[src/rtl/ps2_pkg.sv]
// ps2_pkg: shared types and helpers for the PS/2 host transmit path.
//   ps2_state_t    - transmit sequencer states
//   PS2_FRAME_BITS - bits in one host-to-device frame (start, 8 data, parity, stop)
//   odd_parity()   - parity bit that makes the 9-bit {parity, data} count odd
package ps2_pkg;

    typedef enum logic [2:0] {
        IDLE,
        INHIBIT,
        REQ,
        BITS,
        ACK,
        WAIT_IDLE,
        DONE,
        ERROR
    } ps2_state_t;

    localparam int unsigned PS2_FRAME_BITS = 11;

    function automatic logic odd_parity(input logic [7:0] d);
        return ~^d;
    endfunction

endpackage

[src/rtl/ps2_line_sync.sv]
// ps2_line_sync: 2-FF synchronizer plus falling-edge detect for one PS/2 line.
//   clk, rst  - system clock, asynchronous active-high reset
//   line_in   - raw pin readback (asynchronous)
//   line_sync - synchronized line level
//   fall      - high for one cycle after line_sync goes 1 -> 0
// Registers reset to 1 (idle bus level) so reset release never fakes an edge.
module ps2_line_sync (
    input  logic clk,
    input  logic rst,
    input  logic line_in,
    output logic line_sync,
    output logic fall
);

    logic meta;
    logic prev;

    always_ff @(posedge clk or posedge rst) begin
        if (rst) begin
            meta      <= 1'b1;
            line_sync <= 1'b1;
            prev      <= 1'b1;
        end else begin
            meta      <= line_in;
            line_sync <= meta;
            prev      <= line_sync;
        end
    end

    assign fall = prev & ~line_sync;

endmodule

[src/rtl/ps2_host_tx.sv]
// ps2_host_tx: PS/2 host-to-device transmit sequencer (request-to-send,
// 8 data bits LSB first, odd parity, stop, ACK check).
//   clk, rst                      - system clock, asynchronous active-high reset
//   tx_valid, tx_data, tx_ready   - byte handshake, accepted only in IDLE
//   busy                          - high outside IDLE; receive path ignores the bus
//   tx_done, tx_err               - one-cycle result pulses (ACK / NACK or timeout)
//   ps2_clk_in, ps2_data_in       - raw pin readback
//   ps2_clk_hiz/drv, ps2_data_hiz/drv - open-drain gate controls (1 = release)
module ps2_host_tx
    import ps2_pkg::*;
#(
    parameter int unsigned INHIBIT_CYCLES = 5000,
    parameter int unsigned REQ_CYCLES     = 50,
    parameter int unsigned TIMEOUT_CYCLES = 1000000,
    parameter int unsigned CNT_W          = 20
) (
    input  logic       clk,
    input  logic       rst,
    input  logic       tx_valid,
    input  logic [7:0] tx_data,
    output logic       tx_ready,
    output logic       busy,
    output logic       tx_done,
    output logic       tx_err,
    input  logic       ps2_clk_in,
    input  logic       ps2_data_in,
    output logic       ps2_clk_hiz,
    output logic       ps2_clk_drv,
    output logic       ps2_data_hiz,
    output logic       ps2_data_drv
);

    // The start bit is the REQ phase, so the shift register holds data, parity, stop.
    localparam int unsigned     SHREG_W   = PS2_FRAME_BITS - 1;
    localparam logic [3:0]      STOP_IDX  = 4'(SHREG_W - 1);
    localparam logic [CNT_W-1:0] INH_LAST = CNT_W'(INHIBIT_CYCLES - 1);
    localparam logic [CNT_W-1:0] REQ_LAST = CNT_W'(REQ_CYCLES - 1);
    localparam logic [CNT_W-1:0] TMO_LIM  = CNT_W'(TIMEOUT_CYCLES);

    ps2_state_t         state_q, state_n;
    logic [CNT_W-1:0]   cnt_q, cnt_n, cnt_inc;
    logic [3:0]         bitcnt_q, bitcnt_n;
    logic [SHREG_W-1:0] shreg_q, shreg_n;
    logic               drv_bit;
    logic               timed_out;

    logic clk_sync, clk_fall;
    logic data_sync, data_fall_unused;

    ps2_line_sync u_clk_sync (
        .clk       (clk),
        .rst       (rst),
        .line_in   (ps2_clk_in),
        .line_sync (clk_sync),
        .fall      (clk_fall)
    );

    ps2_line_sync u_data_sync (
        .clk       (clk),
        .rst       (rst),
        .line_in   (ps2_data_in),
        .line_sync (data_sync),
        .fall      (data_fall_unused)
    );

    assign cnt_inc     = (cnt_q == '1) ? cnt_q : cnt_q + 1'b1;
    assign timed_out   = (cnt_q >= TMO_LIM);
    assign ps2_clk_drv = 1'b0;

    always_comb begin
        state_n  = state_q;
        cnt_n    = cnt_inc;
        bitcnt_n = bitcnt_q;
        shreg_n  = shreg_q;
        drv_bit  = ps2_data_drv;
        case (state_q)
            IDLE: begin
                cnt_n = '0;
                if (tx_valid) begin
                    shreg_n  = {1'b1, odd_parity(tx_data), tx_data};
                    bitcnt_n = '0;
                    state_n  = INHIBIT;
                end
            end
            INHIBIT: begin
                if (cnt_q >= INH_LAST) begin
                    cnt_n   = '0;
                    state_n = REQ;
                end
            end
            REQ: begin
                // Counter enters BITS at 1: the entry cycle is the first timeout cycle,
                // so the error pulse lands exactly TIMEOUT_CYCLES after clock release.
                if (cnt_q >= REQ_LAST) begin
                    cnt_n   = CNT_W'(1);
                    state_n = BITS;
                end
            end
            BITS: begin
                if (timed_out) begin
                    state_n = ERROR;
                end else if (clk_fall) begin
                    if (bitcnt_q == STOP_IDX) begin
                        state_n = ACK;
                    end else begin
                        drv_bit  = shreg_q[0];
                        shreg_n  = shreg_q >> 1;
                        bitcnt_n = bitcnt_q + 4'd1;
                    end
                end
            end
            ACK: begin
                if (timed_out) begin
                    state_n = ERROR;
                end else if (clk_fall) begin
                    state_n = data_sync ? ERROR : WAIT_IDLE;
                end
            end
            WAIT_IDLE: begin
                if (timed_out) begin
                    state_n = ERROR;
                end else if (clk_sync && data_sync) begin
                    state_n = DONE;
                end
            end
            DONE:    state_n = IDLE;
            ERROR:   state_n = IDLE;
            default: state_n = IDLE;
        endcase
    end

    always_ff @(posedge clk or posedge rst) begin
        if (rst) begin
            state_q  <= IDLE;
            cnt_q    <= '0;
            bitcnt_q <= '0;
            shreg_q  <= '0;
        end else begin
            state_q  <= state_n;
            cnt_q    <= cnt_n;
            bitcnt_q <= bitcnt_n;
            shreg_q  <= shreg_n;
        end
    end

    // Outputs are decoded from the next state and registered alongside it.
    always_ff @(posedge clk or posedge rst) begin
        if (rst) begin
            tx_ready     <= 1'b1;
            busy         <= 1'b0;
            tx_done      <= 1'b0;
            tx_err       <= 1'b0;
            ps2_clk_hiz  <= 1'b1;
            ps2_data_hiz <= 1'b1;
            ps2_data_drv <= 1'b0;
        end else begin
            tx_ready     <= (state_n == IDLE);
            busy         <= (state_n != IDLE);
            tx_done      <= (state_n == DONE);
            tx_err       <= (state_n == ERROR);
            ps2_clk_hiz  <= !(state_n == INHIBIT || state_n == REQ);
            ps2_data_hiz <= !(state_n == REQ || state_n == BITS);
            ps2_data_drv <= (state_n == BITS) ? drv_bit : 1'b0;
        end
    end

endmodule

[config.mk]
export PLATFORM = sky130hd
export DESIGN_NAME = ps2_host_tx
export DESIGN_NICKNAME = d
export VERILOG_FILES = /design/src/rtl/ps2_pkg.sv /design/src/rtl/ps2_line_sync.sv /design/src/rtl/ps2_host_tx.sv
export SDC_FILE = /design/constraint.sdc
export NUM_CORES = 1
export LEC_CHECK = 0
export CAP_MARGIN = 20
export CORE_MARGIN = 4
export CORE_UTILIZATION = 52
export CTS_CLUSTER_DIAMETER = 50
export DETAILED_ROUTE_END_ITERATION = 8
export PLACE_DENSITY = 0.76
export SYNTH_ARGS = -nofsm -noshare
export SYNTH_HDL_FRONTEND = slang
export SYNTH_SLANG_ARGS = --single-unit
[constraint.sdc]
create_clock -name clk -period 2.5 [get_ports clk]
set_input_delay 0.25 -clock clk [delete_from_list [all_inputs] [get_ports clk]]
set_output_delay 0.25 -clock clk [all_outputs]
set_load 0.005 [all_outputs]
==> summary.md, run 1 <==
| Metric | Value |
|---|---|
| Wirelength per Cell | approximately 14 µm |
| Commonest non-fill, non-tap cells in the layout | dfrtp_1 (41), nor2_1 (32), nand2_1 (25), buf_4 (24), clkdlybuf4s50_1 (19) |
| Reg2reg path depth | 8 |
| Clk root buf | clkbuf_8 |
| Clk sinks | between 40 and 50 |
| Post-route ant nets | 0 |
| CP Capture Type | flop |
| Initial antenna violation count | 0 |
| DRC viols | 0 |
| Measured slew at the worst slew-check pin | about 0.55 ns |
| P_leak | between 1 and 1.5 nW |
| Total number of vias | slightly above 2000 |
| Via/cell ratio | between 5 and 6 |
| Mapped cell area | between 2000 and 3000 µm² |
| Detailed placement HPWL | approximately 3800 µm |
| FF+latch count, synth | 49 |
| Gr ovfl total | 0 |
| H-tree levels | 2 |
| First-pass detailed-route iteration total | 4 |
| Total chip power | about 2.1 mW |
| Crit path max fanout | 3 |
| Post-Syn Instances | ~270 |
| Final Hold Violating Endpoints | 0 |
| Most frequently used flop master after synthesis | dfrtp_1 |
| Die Ht | between 70 and 80 µm |
| FP Rows | 25 |
| Final period utilization | 0.970 |
| FMAX | 412 MHz |
| First-pass GRT wire length | slightly above 9000 µm |
| Worst hold slack | ~0.12 ns |
| Arr. time, crit path | 2.60 ns |
| Clock Skew | around 0.012 ns |
| Share of layout cells above drive strength 1 | 0.179 |
| GPL Wtd Cong | just under 0.9 |
| Die Area | a little over 6000 µm² |
| PD cells | roughly 680 nW/µm² |
| Outcome | completed |
| Antenna Cells | 0 |
| Iter 0 DRT Violations | roughly 100 |
| Nets | 325 |
| RSZ-0062 raised after global routing | true |
| Setup Viol. Count Final | 0 |
| Clock Pin Slew Worst Setup and Hold Paths | around 0.09 ns |
| Port bufs | 19 |
| Maxcap violations | 0 |
| Slew Limit Headroom | 0.629 |
| Clk_lat worst skew | ~0.30 ns |
| Vias in the first global route | 2036 |
| Post-synth cell types | 44 |
| Leading area contributor after synthesis | dfrtp_1 |
| Crit path kind | reg2reg |
| Die X | ~78 µm |
| Register area share after synthesis | 0.482 |
| Min cycle time layout | 2.43 ns |
| Asr flop ratio synth | 1.00 |
| Boundary pin count | 21 |
| Synth top area cells | dfrtp_1 (40%), dfstp_2 (8.2%), xnor2_1 (5.1%) |
| Largest net degree at the start of global routing | 27 |
| EDFF count, synth | 0 |
| Core ar. | about 4800 µm² |
| Gr usage total | 0.187 |
| Final wirelength | about 5100 µm |
| Filler cell count | just under 400 |
| Clock Tree Buf Depth | 2 |
| Maximum VDD drop | between 300 and 400 µV |
| Layout area overhead | 21.2% |
| Mapped Nets | 284 |
| Avg Cell Area, Syn | between 9 and 10 µm² |
| Commonest non-fill, non-tap cell in the layout | dfrtp_1 |
| CP Launch Type | flop |
| Num CTS Buffers | 5 |
| Synth top area share | 0.400 |
| TritonCTS clock tree | yes |
| Synth Warn # | 0 |
| Critical Path RT | roughly 2.7 ns |
| Starting Density | 0.539 |
| Number of max-slew violations in the final report | 0 |
| Hold Crit Class | in2async |
worst paths after layout:
path	slack (ns)	endpoint	start
max in group asynchronous	1.79	u_clk_sync.meta	rst
worst min-delay path	0.12	cnt_q[8]	rst
worst max register to register	0.07	busy	cnt_q[0]
worst min register to register	0.36	u_data_sync.line_sync	u_data_sync.meta
worst max-delay path	0.07	busy	cnt_q[0]
min in group clk	0.36	u_clk_sync.meta	ps2_clk_in
power by group:
group | internal [mW] | leakage (nW) | switching, mW
Clock | 0.198 | 0.0385 | 0.253
Sequential | 0.941 | 0.630 | 0.0855
Combinational | 0.320 | 0.712 | 0.317
Total | 1.46 | 1.38 | 0.656
critical path, cell delays in order (launching register included):
cell,delay [ns]
dfrtp_1,0.42
ha_2,0.19
or4b_1,0.45
a311o_1,0.31
nor4_4,0.22
a21boi_2,0.11
nor4_4,0.18
nor2_2,0.06
or3_1,0.35
cells by family after synthesis:
| kind of cell | synth area share |
|---|---|
| AND/OR/NAND/NOR | 0.234 |
| XOR/XNOR | 0.0854 |
| flip-flops | 0.482 |
| other | 0.00146 |
| AO/OA/AOI/OAI | 0.0957 |
| multiplexers | 0.0396 |
| buffers and inverters | 0.0371 |
| adder cells (fa/ha/maj) | 0.0244 |
flip-flops by register name, summed over array words and instances, names as in the netlist, 3 cells and up:
signal	flops
cnt_q	20
shreg_q	10
state_q	3
bitcnt_q	4
cell type report:
class | instances | area (µm²) | share of cell area
Timing Repair Buffer | 44 | 390 | 0.126
Multi-Input combinational cell | 195 | 1270 | 0.408
Sequential cell | 49 | 1240 | 0.398
Inverter | 12 | 45.0 | 0.0145
Clock inverter | 1 | 7.51 | 0.00242
Clock buffer | 7 | 76.3 | 0.0246
Tap cell | 67 | 83.8 | 0.0270
synthesized netlist by cell type (2+ instances only):
cell type	instances
nor2_1	33
a31oi_1	3
nand3_1	9
o21ai_0	13
xnor2_1	15
dfstp_2	8
or3_1	4
nand2b_1	4
nand4_1	6
a21o_1	2
clkbuf_1	7
mux2i_1	9
xor2_1	10
nor3_1	11
inv_1	12
nor4_1	6
ha_1	5
nand2_1	25
a21oi_1	13
o21a_1	3
nor4b_1	3
dfrtp_1	41
nor4_4	3
what timing repair did:
action | 4_1_cts | 5_1_grt
endpoints found under the hold margin | 0 | 0
hold buffers | 0 | 0
pin swaps | 1 | 1
endpoints found under the setup margin | 3 | 10
resized for setup | 1 | 7
buffers inserted | 0 | 2
stage by stage:
stage	TNS (ns)	cells	area [µm²]	util	setup slack [ns]
after global placement	0	365	2980	0.626	0.0429
after CTS	0	373	3070	0.645	0.0555
after detailed placement	-0.0257	365	2980	0.626	-0.0257
final	0	375	3110	0.653	0.0749
after global routing	-0.0976	375	3110	0.653	-0.0770
after floorplan	-0.0115	266	2570	-	-0.0115
routing by layer:
metal | GRT usage | up-vias | wire [µm]
li1 | - | 1004 | -
met1 | 0.234 | 961 | 2290
met2 | 0.313 | 40 | 2470
met3 | 0.0436 | 7 | 232
met4 | 0.0752 | 0 | 83
met5 | 0 | - | 0
No activity file was read; power rests on OpenSTA's default activity.
==> inputs of run 2 (changes only) <==
- ABC_CLOCK_PERIOD_IN_PS: not set -> 2500
- CORE_UTILIZATION: 52 -> 40
- PLACE_DENSITY: 0.76 -> 0.62
==> run 2 against run 1 <==
  * Wire length is 4.8% higher
  * Flip-flop and latch count stayed put
  * Die area is 27% higher
  * Clock skew is 0.0027 ns lower
  * Worst hold slack better by 0.17 ns
  * Core utilization is 13 points lower
  * Design area is 1.6% higher
  * Sequential power hardly changed
  * Largest cell class unchanged
==> summary.md, run 2 (same netlist as run 1, synthesis figures left out) <==
| Metric | Value |
|---|---|
| Clock Tree Buf Depth | 2 (unchanged) |
| Filler cell count | 548 (was 392) |
| Port bufs | 19 (unchanged) |
| CP Capture Type | flop (unchanged) |
| Wirelength per Cell | 13.7 µm (was 13.5 µm) |
| Hold Crit Class | in2async (unchanged) |
| Total number of vias | 2023 (was 2012) |
| Final period utilization | 0.982 (was 0.970) |
| Slew Limit Headroom | 0.636 (was 0.629) |
| Die Ht | 88.0 µm (was 78.2 µm) |
| Measured slew at the worst slew-check pin | 0.545 ns (was 0.552 ns) |
| Share of layout cells above drive strength 1 | 0.179 (about the same) |
| Critical Path RT | 2.68 ns (about the same) |
| Clk root buf | clkbuf_8 (unchanged) |
| Min cycle time layout | 2.45 ns (was 2.43 ns) |
| Initial antenna violation count | 0 (unchanged) |
| Layout area overhead | 23.1% (was 21.2%) |
| Nets | 329 (was 325) |
| Setup Viol. Count Final | 0 (unchanged) |
| Max reg flops | 20 (unchanged) |
| Vias in the first global route | 1892 (was 2036) |
| Detailed placement HPWL | 3800 µm (was 3830 µm) |
| Die X | 88.0 µm (was 78.2 µm) |
| Final wirelength | 5320 µm (was 5070 µm) |
| Final Hold Violating Endpoints | 0 (unchanged) |
| GPL Wtd Cong | 0.802 (was 0.866) |
| First-pass detailed-route iteration total | 4 (unchanged) |
| Crit path kind | reg2reg (unchanged) |
| First-pass GRT wire length | 8960 µm (was 9050 µm) |
| Clk_lat worst skew | 0.31 ns (was 0.30 ns) |
| Core ar. | 6060 µm² (was 4750 µm²) |
| Commonest non-fill, non-tap cell in the layout | dfrtp_1 (unchanged) |
| Final WS setup | 0.0451 ns (was 0.0749 ns) |
| Post-route ant nets | 0 (unchanged) |
| TritonCTS clock tree | yes (unchanged) |
| FMAX | 407 MHz (was 412 MHz) |
| Iter 0 DRT Violations | 72 (was 103) |
| Maximum VDD drop | 453 µV (was 314 µV) |
| Clock Skew | 0.00926 ns (was 0.0119 ns) |
| Gr ovfl total | 0 (unchanged) |
| Via/cell ratio | 5.23 (was 5.37) |
| Crit path max fanout | 2 (was 3) |
| Area after DPL | 3020 µm² (was 2980 µm²) |
| Fin util | 0.520 (was 0.653) |
| Largest Register | cnt_q (unchanged) |
| Worst hold slack | 0.298 ns (was 0.124 ns) |
| Number of max-slew violations in the final report | 0 (unchanged) |
| Gr usage total | 0.148 (was 0.187) |
| Reg2Reg Setup Slack | 0.05 ns (was 0.07 ns) |
| Commonest non-fill, non-tap cells in the layout | dfrtp_1 (41), nor2_1 (33), buf_4 (28), nand2_1 (25), clkdlybuf4s50_1 (19) (was dfrtp_1 (41), nor2_1 (32), nand2_1 (25), buf_4 (24), clkdlybuf4s50_1 (19)) |
| CP Launch Type | flop (unchanged) |
| RSZ-0062 raised after global routing | true (unchanged) |
| Boundary pin count | 21 (unchanged) |
| Fin area | 3150 µm² (was 3110 µm²) |
| H-tree levels | 2 (unchanged) |
| PD cells | 705 nW/µm² (was 681 nW/µm²) |
| Clk sinks | 49 (unchanged) |
| Starting Density | 0.423 (was 0.539) |
| Arr. time, crit path | 2.64 ns (was 2.60 ns) |
| Die Area | 7750 µm² (was 6120 µm²) |
| Num CTS Buffers | 5 (unchanged) |
| P_leak | 1.41 nW (was 1.38 nW) |
| Pre-CTS WS | -0.0352 ns (was -0.0257 ns) |
| Hold buffers post-CTS | 0 (unchanged) |
| Clock Pin Slew Worst Setup and Hold Paths | 0.09 ns (about the same) |
| FP Rows | 28 (was 25) |
| DRC viols | 0 (unchanged) |
| Largest net degree at the start of global routing | 28 (was 27) |
| Maxcap violations | 0 (unchanged) |
| Biggest regs | cnt_q (20), shreg_q (10), bitcnt_q (4) (unchanged) |
| Antenna Cells | 0 (unchanged) |
| Outcome | completed (unchanged) |
run 2: worst max-delay path, stage by stage, from the launching register on:
cell and delay [ns]:
dfrtp_1 0.40, or4_4 0.56, o211ai_1 0.25, buf_4 0.16, a21o_1 0.13, a21oi_1 0.10, nor4_4 0.32, nor2_2 0.06
or3_1 0.36
run 2: worst paths after layout:
check,start,end,depth (start not counted)
worst max-delay path,cnt_q[8],busy,8
worst min-delay path,rst,shreg_q[7],2
worst max register to register,cnt_q[8],busy,8
worst min register to register,u_data_sync.meta,u_data_sync.line_sync,0
max in group asynchronous,rst,ps2_data_hiz,3
min in group clk,ps2_clk_in,u_clk_sync.meta,1
run 2: cell type report:
| class | instances | area [µm²] | area share |
|---|---|---|---|
| clock buffer | 6 | 72.6 | 0.0230 |
| tap | 75 | 93.8 | 0.0298 |
| timing repair buffer | 48 | 420 | 0.133 |
| clock inverter | 2 | 38.8 | 0.0123 |
| sequential | 49 | 1240 | 0.392 |
| multi-input combinational | 195 | 1250 | 0.395 |
| inverter | 12 | 45.0 | 0.0143 |
run 2: layer usage:
layer  part of all wire  up-vias  track usage
met5                  0        -            0
met4              0.020        0       0.0522
met3              0.037       14       0.0310
met2               0.46       42        0.227
met1               0.49      957        0.207
li1                   -     1010            -
run 2: report_power, final:
group	internal (mW)	total [mW]	switching [mW]	leakage [nW]
Clock	0.301	0.568	0.268	0.0554
Sequential	0.941	1.03	0.0841	0.630
Combinational	0.319	0.629	0.310	0.727
run 2: timing repair:
action                                  4_1_cts  5_1_grt
buffers inserted                              0        1
resized for setup                             0        4
pin swaps                                     1        2
endpoints found under the setup margin        1        5
run 2: metrics by stage:
step                cells  TNS (ns)  total power [mW]
floorplan             266   -0.0115              1.39
global placement      378         0              1.66
detailed placement    378   -0.0352              1.67
CTS                   386         0              2.25
global route          387   -0.0714              2.37
finish                387         0              2.22
==> inputs of run 3 (changes only) <==
- SKIP_LAST_GASP: not set -> 1
==> run 3 against run 2 <==
  * Sequential share of layout area rose by 0.11 points
  * Combinational power barely moved
  * Core utilization fell by 0.14 points
==> summary.md, run 3 (same netlist as run 1, synthesis figures left out) <==
| Metric | Value |
|---|---|
| Die X | 88.0 µm (unchanged) |
| First-pass detailed-route iteration total | 5 (was 4) |
| Iter 0 DRT Violations | 75 (was 72) |
| P_leak | 1.41 nW (about the same) |
| Total number of vias | 2019 (was 2023) |
| Comb pwr share | 0.282 (was 0.283) |
| GPL Wtd Cong | 0.802 (unchanged) |
| Detailed placement HPWL | 3800 µm (unchanged) |
| Core ar. | 6060 µm² (unchanged) |
| Largest net degree at the start of global routing | 28 (unchanged) |
| Hold buffers post-CTS | 0 (unchanged) |
| Maximum VDD drop | 451 µV (was 453 µV) |
| Hold Crit Class | in2async (unchanged) |
| Multi-input combinational cell area | 1240 µm² (was 1250 µm²) |
| Final Hold Violating Endpoints | 0 (unchanged) |
| DRC viols | 0 (unchanged) |
| Port bufs | 19 (unchanged) |
| Starting Density | 0.423 (unchanged) |
| Vias in the first global route | 1892 (unchanged) |
| Gr ovfl total | 0 (unchanged) |
| Boundary pin count | 21 (unchanged) |
| Initial antenna violation count | 0 (unchanged) |
| CP Launch Type | flop (unchanged) |
| Max reg flops | 20 (unchanged) |
| Filler cell count | 549 (was 548) |
| Via/cell ratio | 5.22 (was 5.23) |
| Final period utilization | 0.986 (was 0.982) |
| Clock Tree Buf Depth | 2 (unchanged) |
| Biggest regs | cnt_q (20), shreg_q (10), bitcnt_q (4) (unchanged) |
| Min cycle time layout | 2.47 ns (was 2.45 ns) |
| Post-route ant nets | 0 (unchanged) |
| TritonCTS clock tree | yes (unchanged) |
| Clock share of power | 0.257 (was 0.256) |
| Largest Register | cnt_q (unchanged) |
| Die Area | 7750 µm² (unchanged) |
| Flop pwr share | 0.461 (about the same) |
| PD cells | 706 nW/µm² (was 705 nW/µm²) |
| RSZ-0062 raised after global routing | true (unchanged) |
| Final WS setup | 0.0349 ns (was 0.0451 ns) |
| Gr usage total | 0.148 (unchanged) |
| Commonest non-fill, non-tap cells in the layout | dfrtp_1 (41), nor2_1 (33), buf_4 (28), nand2_1 (25), clkdlybuf4s50_1 (19) (unchanged) |
| Commonest non-fill, non-tap cell in the layout | dfrtp_1 (unchanged) |
| NetSw | 0.662 mW (about the same) |
| Critical Path RT | 2.68 ns (about the same) |
| Arr. time, crit path | 2.65 ns (was 2.64 ns) |
| Clock Skew | 0.00933 ns (was 0.00926 ns) |
| Pre-CTS WS | -0.0352 ns (unchanged) |
| First-pass GRT wire length | 8960 µm (unchanged) |
| H-tree levels | 2 (unchanged) |
| Worst hold slack | 0.300 ns (was 0.298 ns) |
| Clock Pin Slew Worst Setup and Hold Paths | 0.09 ns (about the same) |
| Maxcap violations | 0 (unchanged) |
| Setup Viol. Count Final | 0 (unchanged) |
| P_int | 1.56 mW (about the same) |
| Share of layout cells above drive strength 1 | 0.173 (was 0.179) |
| Layout area overhead | 22.8% (was 23.1%) |
| Nets | 329 (unchanged) |
| Clk_lat worst skew | 0.31 ns (about the same) |
| Crit path max fanout | 2 (unchanged) |
| Number of max-slew violations in the final report | 0 (unchanged) |
| Num CTS Buffers | 5 (unchanged) |
| FMAX | 406 MHz (was 407 MHz) |
| Wirelength per Cell | 13.7 µm (about the same) |
| Reg area | 1240 µm² (unchanged) |
| Measured slew at the worst slew-check pin | 0.550 ns (was 0.545 ns) |
| Crit path kind | reg2reg (unchanged) |
| Die Ht | 88.0 µm (unchanged) |
| FP Rows | 28 (unchanged) |
| Total chip power | 2.22 mW (about the same) |
| Slew Limit Headroom | 0.633 (was 0.636) |
| CP Capture Type | flop (unchanged) |
| Switching Share | 0.298 (about the same) |
| Outcome | completed (unchanged) |
| Final wirelength | 5290 µm (was 5320 µm) |
| Clk sinks | 49 (unchanged) |
| Clk root buf | clkbuf_8 (unchanged) |
| Antenna Cells | 0 (unchanged) |
## run 3: worst paths after layout
path	startpoint	end	slack (ns)	cells past startpoint
setup / recovery	cnt_q[8]	busy	0.03	8
hold / removal	rst	shreg_q[7]	0.30	2
setup reg to reg	cnt_q[8]	busy	0.03	8
hold reg to reg	u_data_sync.meta	u_data_sync.line_sync	0.36	0
max in group asynchronous	rst	ps2_data_hiz	1.54	3
min in group clk	ps2_clk_in	u_clk_sync.meta	0.35	1
## run 3: routing by layer
metal	up-vias	wire length, µm	GRT usage
met5	-	0	0
met4	0	82	0.0522
met3	9	207	0.0310
met2	35	2420	0.227
met1	964	2570	0.207
li1	1011	-	-
## run 3: through the flow
step           instance area (µm²)  setup TNS [ns]   util  instances
2_1_floorplan                 2570         -0.0115      -        266
3_3_place_gp                  3020               0  0.499        378
3_5_place_dp                  3020         -0.0352  0.499        378
4_1_cts                       3130               0  0.517        386
5_1_grt                       3150         -0.0778  0.519        387
6_report                      3150               0  0.519        387
## run 3: power groups by stage
stage	Sequential, mW	Combinational, mW	Clock (mW)
global placement	1.04	0.621	0
floorplan	1.02	0.375	0
finish	1.02	0.626	0.570
detailed placement	1.04	0.634	0
global route	1.04	0.707	0.621
CTS	1.02	0.639	0.584
## run 3: layout make-up
| class | instances | area share |
|---|---|---|
| multi-input cells | 195 | 0.394 |
| well taps | 75 | 0.0298 |
| inverters | 12 | 0.0143 |
| repair buffers | 48 | 0.134 |
| clock inverters | 2 | 0.0123 |
| flip-flops and latches | 49 | 0.393 |
| clock buffers | 6 | 0.0231 |
## run 3: worst max-delay path, stage by stage (launching register included)
cell	delay (ns)
dfrtp_1	0.40
or4_4	0.55
o211ai_1	0.25
nand2b_1	0.14
o221ai_1	0.12
buf_4	0.17
nor4_4	0.29
nor2_2	0.06
or3_1	0.36
## run 3: timing repair
action | in CTS | in global routing
endpoints found under the setup margin | 1 | 5
pin swaps | 1 | 2
gates resized for setup | 0 | 2
buffers inserted | 0 | 1
